==> src/rtl/pipe_stage_skid.sv <==
// Generic pipeline stage register with a valid/ready handshake on both sides and a two-entry skid buffer.
// Every output is decoded from flops, so no combinational path crosses the stage boundary.
module pipe_stage_skid #(
  parameter int unsigned        DATA_W  = 32,
  parameter logic [DATA_W-1:0]  NOP_VAL = '0,
  parameter int unsigned        CNT_W   = 16
) (
  input  logic              clock,
  input  logic              reset,
  input  logic              in_valid,
  output logic              in_ready,
  input  logic [DATA_W-1:0] in_data,
  output logic              out_valid,
  input  logic              out_ready,
  output logic [DATA_W-1:0] out_data,
  input  logic              flush,
  output logic [1:0]        occupancy,
  output logic [CNT_W-1:0]  stall_cnt
);

  typedef enum logic [1:0] {
    EMPTY = 2'd0,
    ONE   = 2'd1,
    FULL  = 2'd2
  } state_t;

  localparam logic [CNT_W-1:0] STALL_MAX = '1;

  state_t              state_q, state_d;
  logic [DATA_W-1:0]   main_q, main_d;
  logic [DATA_W-1:0]   skid_q, skid_d;
  logic [CNT_W-1:0]    stall_q, stall_d;
  logic                in_xfer;
  logic                out_xfer;

  assign out_valid = (state_q != EMPTY);
  assign in_ready  = (state_q != FULL);
  assign out_data  = (state_q != EMPTY) ? main_q : NOP_VAL;
  assign occupancy = state_q;
  assign stall_cnt = stall_q;

  assign in_xfer  = in_valid && in_ready;
  assign out_xfer = out_valid && out_ready;

  always_comb begin
    state_d = state_q;
    main_d  = main_q;
    skid_d  = skid_q;
    stall_d = stall_q;

    // main always holds the oldest entry; skid only fills when main cannot drain
    case (state_q)
      EMPTY: begin
        if (in_xfer) begin
          main_d  = in_data;
          state_d = ONE;
        end
      end
      ONE: begin
        if (in_xfer && out_xfer) begin
          main_d = in_data;
        end else if (in_xfer) begin
          skid_d  = in_data;
          state_d = FULL;
        end else if (out_xfer) begin
          state_d = EMPTY;
        end
      end
      FULL: begin
        if (out_xfer) begin
          main_d  = skid_q;
          state_d = ONE;
        end
      end
      default: state_d = EMPTY;
    endcase

    if (flush) begin
      state_d = EMPTY;
    end

    if (out_valid && !out_ready && (stall_q != STALL_MAX)) begin
      stall_d = stall_q + CNT_W'(1);
    end
  end

  always_ff @(posedge clock) begin
    if (reset) begin
      state_q <= EMPTY;
      stall_q <= '0;
    end else begin
      state_q <= state_d;
      stall_q <= stall_d;
    end
  end

  // Payload registers carry no reset: their content is ignored while the stage is empty
  always_ff @(posedge clock) begin
    main_q <= main_d;
    skid_q <= skid_d;
  end

endmodule

==> config.mk <==
export PLATFORM = sky130hd
export DESIGN_NAME = pipe_stage_skid
export DESIGN_NICKNAME = d
export VERILOG_FILES = /design/src/rtl/pipe_stage_skid.sv
export SDC_FILE = /design/constraint.sdc
export NUM_CORES = 1
export LEC_CHECK = 0
export BUFFER_PORTS_ARGS = -buffer_cell sky130_fd_sc_hd__buf_2
export CAP_MARGIN = 20
export CORE_UTILIZATION = 35
export DETAILED_ROUTE_END_ITERATION = 6
export GPL_ROUTABILITY_DRIVEN = 0
export PLACE_DENSITY_LB_ADDON = 0.08
export SETUP_SLACK_MARGIN = 0.5
export SLEW_MARGIN = 25
export SYNTH_ARGS = -nofsm -noshare
export SYNTH_HDL_FRONTEND = slang
export SYNTH_SLANG_ARGS = --single-unit
==> constraint.sdc <==
create_clock -name clock -period 4.9 [get_ports clock]
set_clock_uncertainty 0.15 [all_clocks]
set_input_delay 0.49 -clock clock [delete_from_list [all_inputs] [get_ports clock]]
set_output_delay 0.49 -clock clock [all_outputs]
set_load 0.03 [all_outputs]
==> results.json, run 1 <==
{
  "fin_crit_sh": 0.490,
  "drt_iter0_markers": 67,
  "area_delta_synth_final_pct": 23.9,
  "ys_seq_area_frac": 0.659,
  "worst_pin_slew_ns": 0.743,
  "antennaDiodeCount": 0,
  "track_usage": 0.141,
  "vias": 2326,
  "grt_antenna_before_repair": 0,
  "setup_viol": 0,
  "dieHeight_um": 101,
  "critPathArrivalTime_ns": 2.48,
  "drt-vias-per-instance": 4.89,
  "initial_core_util": 0.368,
  "final_nets": 381,
  "vdd_drop_max_mv": 0.174,
  "worst-setup-path-type": "flip-flop to flip-flop",
  "syn_inst": 252,
  "ant_nets": 0,
  "clock_path_buffers": 2,
  "rsz0062_at_grt": "no",
  "fmax_mhz": 416,
  "final_layout_size_suffix_gt1_frac": 0.415,
  "layout_common_cells": "buf_2 (88), edfxtp_1 (64), nor2b_1 (35), mux2_2 (32), dfxtp_1 (18)",
  "grtUsageMet1": 0.176,
  "cts-buffers-inserted": 9,
  "leakage_nw": 1.60,
  "ys_seq_elements": 82,
  "hold_viol_final": 0,
  "syn_area_um2": 3460,
  "min_period_ns": 2.40,
  "pre_cts_slack_ns": 2.35,
  "syn-num-nets": 290,
  "hold_class": "primary input to flip-flop",
  "drv_cap": 0,
  "post_cts_buffers": 0,
  "hpwlAfterDp_um": 4490,
  "crit_path_start_kind": "flip-flop",
  "grt-ovfl-total": 0,
  "path_clk_slew_ns": 0.08,
  "mostFrequentLayoutCell": "buf_2",
  "tns_ns": 0,
  "drc": 0,
  "h-tree-depth": 3,
  "die_area_um2": 10300,
  "first_global_vias": 2148,
  "cp_max_fo": 12,
  "finalMaxSlewViolations": 0,
  "worst_slack_ns": 2.50,
  "hold_buffers": 0,
  "clkLatencyLatePin_ns": 0.33,
  "endpoint_kind": "flip-flop",
  "ys_warn_count": 0,
  "drtPass1Iterations": 4,
  "rows": 35,
  "io_pins": 89,
  "status": "complete, no violations",
  "port_buffers": 88,
  "avgSynthCellArea_um2": 13.7,
  "cts_tree": "built",
  "max_slew_margin": 0.501,
  "cts-root-buf": "clkbuf_8",
  "core_um2": 9420,
  "grt_pass1_wl_um": 11000,
  "drt-total-wl_um": 6920,
  "power_density_nw_per_um2": 326,
  "synth.distinct_cells": 31,
  "wl_per_cell_um": 14.5,
  "grt_max_degree": 35,
  "top_usage_layer": "met2",
  "clock_sinks": 82,
  "timing.critical_path.required_ns": 4.98,
  "post_cts_resize_count": 0,
  "grtUsageMet2": 0.242,
  "use_met3": 0.0283,
  "fp.dieW_um": 101
}
flip-flops by register name, indices dropped and copies added (netlist names):
register and flops:
main_q 32, skid_q 32, stall_cnt 16, occupancy 2
where the power goes:
group | internal, mW | total (mW) | switching, mW | leakage [nW]
combinational | 0.0403 | 0.105 | 0.0648 | 0.750
sequential | 0.774 | 0.779 | 0.00547 | 0.746
clock | 0.281 | 0.513 | 0.231 | 0.101
total | 1.10 | 1.40 | 0.302 | 1.60
Yosys cell counts, drive strengths merged:
cell type	instances	area [µm²]
o311a	2	20.0
inv	7	26.3
clkbuf	10	37.5
ha	1	12.5
or3	4	25.0
nor3	4	20.0
or4	7	52.6
and3	1	6.26
nor4	4	31.3
edfxtp	64	1920
dfxtp	18	360
nor2	6	22.5
o21bai	2	15.0
nor3b	2	15.0
nand3	6	30.0
o31ai	7	52.6
nand2	7	26.3
o311ai	2	17.5
buf	2	8.75
o41ai	2	17.5
nand4	4	25.0
o21ai	5	25.0
a21oi	12	60.1
a31oi	1	6.26
mux2	34	383
or3b	1	8.76
o22a	1	8.76
nor2b	36	225
per-stage QoR:
stage	total power [mW]	hold slack, ns	std cells	cell area (µm²)	util
finish	1.40	0.176	476	4290	0.455
global route	1.46	0.160	476	4290	0.455
global placement	0.901	0.376	460	4050	0.431
detailed placement	0.902	0.379	460	4050	0.431
floorplan	0.859	0.373	252	3460	-
CTS	1.42	0.159	475	4260	0.452
worst max-delay path: stages, from the launching register on:
cell and delay, ns:
dfxtp_1 0.51, o21bai_1 0.31, or4_1 0.73, nor4_1 0.25, mux2_1 0.34
area by class of cell:
class / count / area, µm²
timing repair buffer: 92 / 490
clock buffer: 9 / 124
fill: 895 / 5130
clock inverter: 6 / 82.6
sequential: 82 / 2280
inverter: 7 / 26.3
multi-input combinational: 151 / 1120
tap: 129 / 161
kinds of logic after synthesis:
logic type | synth area share
AND/OR/NAND/NOR | 0.141
flip-flops | 0.659
AO/OA/AOI/OAI | 0.0644
multiplexers | 0.111
buffers and inverters | 0.0210
adder cells (fa/ha/maj) | 0.00361
path summary, 6_finish.rpt:
kind	cells past startpoint	end	slack [ns]	from
setup / recovery	4	stall_cnt[15]$_SDFFE_PP0P_	2.50	occupancy[0]$_SDFFE_PP0P_
hold / removal	2	occupancy[0]$_SDFFE_PP0P_	0.18	flush
setup reg to reg	4	stall_cnt[15]$_SDFFE_PP0P_	2.50	occupancy[0]$_SDFFE_PP0P_
hold reg to reg	2	stall_cnt[3]$_SDFFE_PP0P_	0.39	stall_cnt[3]$_SDFFE_PP0P_
metal layers:
layer	vias to the layer above	wire length (µm)
met4	0	88
li1	1136	-
met1	1115	3140
met3	10	273
met2	65	3420
met5	-	0
Note: power is estimated with default switching activity, not from simulation.
==> inputs of run 2 (changes only) <==
--- a/config.mk
+++ b/config.mk
@@ -5,6 +5,7 @@
 export SDC_FILE = /design/constraint.sdc
 export NUM_CORES = 1
 export LEC_CHECK = 0
+export ABC_AREA = 1
 export BUFFER_PORTS_ARGS = -buffer_cell sky130_fd_sc_hd__buf_2
 export CAP_MARGIN = 20
 export CORE_UTILIZATION = 35
==> constraint.sdc (replaced) <==
create_clock -name clock -period 2.2 [get_ports clock]
set_clock_uncertainty 0.15 [all_clocks]
set_input_delay 0.22 -clock clock [delete_from_list [all_inputs] [get_ports clock]]
set_output_delay 0.22 -clock clock [all_outputs]
set_load 0.03 [all_outputs]
==> run 2 against run 1 <==
Compared with the run above:
- area after synthesis is 4.4% higher
- synthesized cell count is 63% higher
- combinational power grew to 3.1 times the previous value
- sequential cell count stayed put
- first-iteration DRC count is 75% higher
- non-clock buffer count is 51 higher
- critical endpoint is now out_data[2]
- largest cell class unchanged
==> results.json, run 2 <==
{
  "fmax_mhz": 590,
  "hold_class": "primary input to flip-flop",
  "setup_viol": 0,
  "synth_edf_count": 64,
  "syn_inst": 411,
  "mostFrequentLayoutCell": "nand2_1",
  "path_clk_slew_ns": 0.08,
  "critPathLaunch": "occupancy[1]$_SDFFE_PP0P_",
  "ys_seq_area_frac": 0.632,
  "placed_cells": 628,
  "fillers": 967,
  "hpwlAfterDp_um": 5480,
  "grt_pass1_wl_um": 13600,
  "cts_tree": "built",
  "cp_max_fo": 14,
  "tns_ns": 0,
  "grt_antenna_before_repair": 0,
  "syn_area_um2": 3610,
  "worst_pin_slew_ns": 0.513,
  "critPathArrivalTime_ns": 1.33,
  "layout_common_cells": "nand2_1 (140), buf_2 (84), nor2_1 (77), edfxtp_1 (64), inv_1 (46)",
  "rows": 36,
  "drc": 0,
  "io_pins": 89,
  "drt-total-wl_um": 8330,
  "yosysMostFrequentCell": "nand2_1",
  "drt-vias-per-instance": 4.33,
  "power_density_nw_per_um2": 633,
  "ys_seq_elements": 82,
  "hold_viol_final": 0,
  "fin_area_um2": 5040,
  "rsz0062_at_grt": "yes",
  "vias": 2999,
  "ys_async_sr_fraction": 0,
  "grt_max_degree": 33,
  "syn-num-nets": 449,
  "grt-ovfl-total": 0,
  "max_slew_margin": 0.658,
  "min_period_ns": 1.70,
  "worst-setup-path-type": "flip-flop to primary output",
  "first_global_vias": 2826,
  "synth.distinct_cells": 19,
  "clock_path_buffers": 2,
  "die_area_um2": 10700,
  "track_usage": 0.162,
  "cts-buffers-inserted": 9,
  "fin_cells": 692,
  "clkLatencyLatePin_ns": 0.35,
  "dieHeight_um": 104,
  "slowest_stage": "dfxtp_4",
  "ys_top_cells_by_count": "nand2_1 (143), nor2_1 (80), edfxtp_1 (64)",
  "final_nets": 592,
  "finalMaxSlewViolations": 0,
  "min_from": "reset",
  "vdd_drop_max_mv": 0.302,
  "h-tree-depth": 3,
  "drt_iter0_markers": 117,
  "crit_path_start_kind": "flip-flop",
  "final_layout_size_suffix_gt1_frac": 0.274,
  "initial_core_util": 0.365,
  "placed_area_um2": 4270,
  "yosys_most_used_dff": "edfxtp_1",
  "area_delta_synth_final_pct": 39.7,
  "timing.critical_path.required_ns": 1.83,
  "port_buffers": 88,
  "fin_crit_sh": 0.771,
  "synth_area_leaders": "edfxtp_1 (53%), nand2_1 (15%), dfxtp_1 (10%)",
  "crit_chain": "nor2_4, buf_8, nor2_1, clkbuf_4",
  "status": "complete, no violations",
  "drtPass1Iterations": 4,
  "r2r-start": "occupancy[1]$_SDFFE_PP0P_",
  "yosys.area.top_type": "edfxtp_1",
  "avgSynthCellArea_um2": 8.79,
  "ant_nets": 0,
  "synth_top_area_share": 0.532,
  "ys_warn_count": 0,
  "drv_cap": 0,
  "clock_sinks": 82,
  "leakage_nw": 2.35,
  "slowest_delay_ns": 0.37,
  "antennaDiodeCount": 0,
  "endpoint_kind": "primary output",
  "fin_util": 0.509,
  "core_um2": 9910,
  "cts-root-buf": "clkbuf_8",
  "fp.dieW_um": 104,
  "wl_per_cell_um": 12.0
}
==> run 2: cells by family after synthesis <==
family          synth area share
simple gates               0.279
flops                      0.632
buf+inv                   0.0658
compound gates            0.0173
xor+xnor                 0.00243
fa+ha+maj                0.00346
==> run 2: where the power goes <==
part	internal [mW]	switching (mW)
logic	0.135	0.194
clock network	0.581	0.538
registers	1.73	0.0178
total	2.44	0.749
==> run 2: final timing paths <==
path                            cells after the start                   endpoint  slack (ns)
worst max-delay path                                4                out_data[2]        0.50
worst max register to register                      8       main_q[26]$_DFFE_PP_        0.62
worst min register to register                      2       main_q[29]$_DFFE_PP_        0.37
worst min-delay path                                4  occupancy[1]$_SDFFE_PP0P_       0.007
==> run 2: cell type report <==
cell class              count  area, µm²  share of cell area
inverters                  51        208              0.0412
repair buffers            143       1010               0.200
multi-input cells         267       1170               0.231
clock inverters             5       52.6              0.0104
well taps                 133        166              0.0330
clock buffers              11        151              0.0300
flip-flops and latches     82       2290               0.455
==> run 2: routing by layer <==
metal | global-route usage | routed length (µm)
met1 | 0.205 | 3980
met2 | 0.267 | 3900
met3 | 0.0396 | 326
met4 | 0.0652 | 121
met5 | 0 | 0
==> run 2: metrics by stage <==
step	setup WS [ns]	hold slack (ns)	total power [mW]
after CTS	0.461	0.00332	3.23
after detailed placement	0.393	0.269	2.05
after floorplan	0.324	0.169	1.94
after global routing	0.420	0.0127	3.33
after global placement	0.457	0.265	2.04
final	0.505	0.00669	3.19
==> run 2: worst max-delay path: cells and delay by family (launching register included) <==
family        cells  cell delay, ns
flops             1            0.37
simple gates      2            0.24
buf+inv           2            0.36
==> run 2: what timing repair did <==
action | CTS | global route
cloned | 0 | 1
hold buffers | 34 | 0
resized for setup | 13 | 18
endpoints found under the setup margin | 39 | 64
hold endpoints to repair | 59 | 0
setup buffers | 3 | 10
pin swaps | 2 | 2
==> inputs of run 3 (changes only) <==
==> constraint.sdc (replaced) <==
create_clock -name clock -period 1.6 [get_ports clock]
set_clock_uncertainty 0.15 [all_clocks]
set_input_delay 0.16 -clock clock [delete_from_list [all_inputs] [get_ports clock]]
set_output_delay 0.16 -clock clock [all_outputs]
set_load 0.03 [all_outputs]
==> run 3 against run 2 <==
Compared with the run above:
- the flow now finishes with violations (setup timing)
- core utilization increased by 19 points
- sequential cell count unchanged
- clock power increased by 46%
- cell count increased by 7.2%
- largest cell class unchanged
- highest routed layer unchanged
==> results.json, run 3 (same netlist as run 2, synthesis figures left out) <==
{
  "path_clk_slew_ns": 0.08,
  "drt_iter0_markers": 74,
  "worst-setup-path-type": "flip-flop to primary output",
  "min_path_cells": 3,
  "drt-total-wl_um": 10600,
  "r2r-start": "occupancy[0]$_SDFFE_PP0P_",
  "critical-path-top-delay-family": "buffers and inverters",
  "pre_cts_slack_ns": 0.112,
  "grt-ovfl-total": 0,
  "grt_antenna_before_repair": 0,
  "vdd_drop_max_mv": 0.567,
  "slowest_stage": "dfxtp_4",
  "rrSetupSlack_ns": -0.07,
  "critPathArrivalTime_ns": 1.39,
  "core_um2": 9910,
  "grt_pass1_wl_um": 16500,
  "area_delta_synth_final_pct": 92.2,
  "crit_chain": "nor2_4, buf_12, nor2_2, buf_6",
  "cts-buffers-inserted": 9,
  "grt_max_degree": 33,
  "mostFrequentLayoutCell": "nand2_1",
  "placed_area_um2": 4670,
  "min_period_ns": 1.70,
  "initial_core_util": 0.365,
  "power_density_nw_per_um2": 695,
  "port_buffers": 88,
  "fp.dieW_um": 104,
  "clock_sinks": 82,
  "clock_path_buffers": 2,
  "reg2reg_to": "skid_q[14]$_DFFE_PP_",
  "drtPass1Iterations": 4,
  "dieHeight_um": 104,
  "track_usage": 0.202,
  "vias": 3369,
  "final_layout_size_suffix_gt1_frac": 0.547,
  "cts_tree": "built",
  "fin_area_um2": 6940,
  "hold_class": "primary input to flip-flop",
  "hpwlAfterDp_um": 5460,
  "drc": 0,
  "tns_ns": -4.26,
  "crit_path_start_kind": "flip-flop",
  "path_buf_inv": 2,
  "finalMaxSlewViolations": 0,
  "worst_pin_slew_ns": 0.558,
  "layout_common_cells": "nand2_1 (85), buf_6 (77), edfxtp_1 (64), inv_1 (46), nor2_4 (38)",
  "drt-vias-per-instance": 4.54,
  "io_pins": 89,
  "fin_crit_sh": 1.06,
  "cp_max_fo": 21,
  "ant_nets": 0,
  "first_global_vias": 3288,
  "cts-root-buf": "clkbuf_8",
  "hold_end": "occupancy[1]$_SDFFE_PP0P_",
  "whs_ns": 0.0177,
  "h-tree-depth": 3,
  "status": "complete, but fails checks",
  "die_area_um2": 10700,
  "rsz0062_at_grt": "yes",
  "fin_cells": 742,
  "min_from": "in_valid",
  "finalPower_mw": 4.83,
  "max_slew_margin": 0.627,
  "final_nets": 642,
  "placed_cells": 634,
  "timing.critical_path.required_ns": 1.29,
  "reg2regPathDepth": 7,
  "wl_per_cell_um": 14.3,
  "rows": 36,
  "clkLatencyLatePin_ns": 0.36,
  "fin_util": 0.701,
  "hold_viol_final": 0,
  "antennaDiodeCount": 0,
  "slowest_delay_ns": 0.37,
  "leakage_nw": 2.90,
  "fmax_mhz": 589,
  "failed_checks": "setup timing",
  "endpoint_kind": "primary output",
  "worst_slack_ns": -0.0974,
  "drv_cap": 0,
  "setup_viol": 82
}
## run 3: worst max-delay path by stage
stage                               from                          to  slack [ns]  cells past startpoint
4_1_cts        occupancy[1]$_SDFFE_PP0P_                 out_data[6]       -0.11                      4
5_1_grt        occupancy[1]$_SDFFE_PP0P_                 out_data[6]       -0.15                      4
2_1_floorplan  occupancy[0]$_SDFFE_PP0P_         skid_q[0]$_DFFE_PP_       -0.28                      2
6_report       occupancy[1]$_SDFFE_PP0P_                 out_data[6]        -0.1                      4
3_5_place_dp   occupancy[0]$_SDFFE_PP0P_   stall_cnt[9]$_SDFFE_PP0P_        0.11                      7
3_3_place_gp   stall_cnt[3]$_SDFFE_PP0P_  stall_cnt[14]$_SDFFE_PP0P_        0.14                      7
## run 3: final cells by class
type                       count  area, µm²
sequential                    82       2350
clock buffer                  10        128
inverter                      51        215
timing repair buffer         193       2140
clock inverter                 6       81.3
fill                         726       2970
multi-input combinational    267       1860
tap                          133        166
## run 3: per-layer routing
layer,GRT usage,up-vias,routed length [µm]
met1,0.253,1602,4680
met2,0.346,68,5450
li1,-,1687,-
met3,0.0315,12,336
met5,0,-,0
met4,0.0859,0,163
## run 3: timing repair
action	4_1_cts	5_1_grt
setup buffers	34	12
pin swaps	23	25
gates resized for setup	235	53
setup endpoints to repair	165	166
hold buffers	34	0
cloned	11	1
hold endpoints to repair	66	0
## run 3: tightest hold or removal path, delay by kind of cell
kind	cells	cell delay, ns
simple gates	1	0.08
buf+inv	1	0.15
compound gates	1	0.10
## run 3: power breakdown
group / switching, mW / internal (mW) / leakage (nW)
registers: 0.0232 / 2.35 / 0.760
clock network: 0.759 / 0.869 / 0.105
logic: 0.409 / 0.417 / 2.04
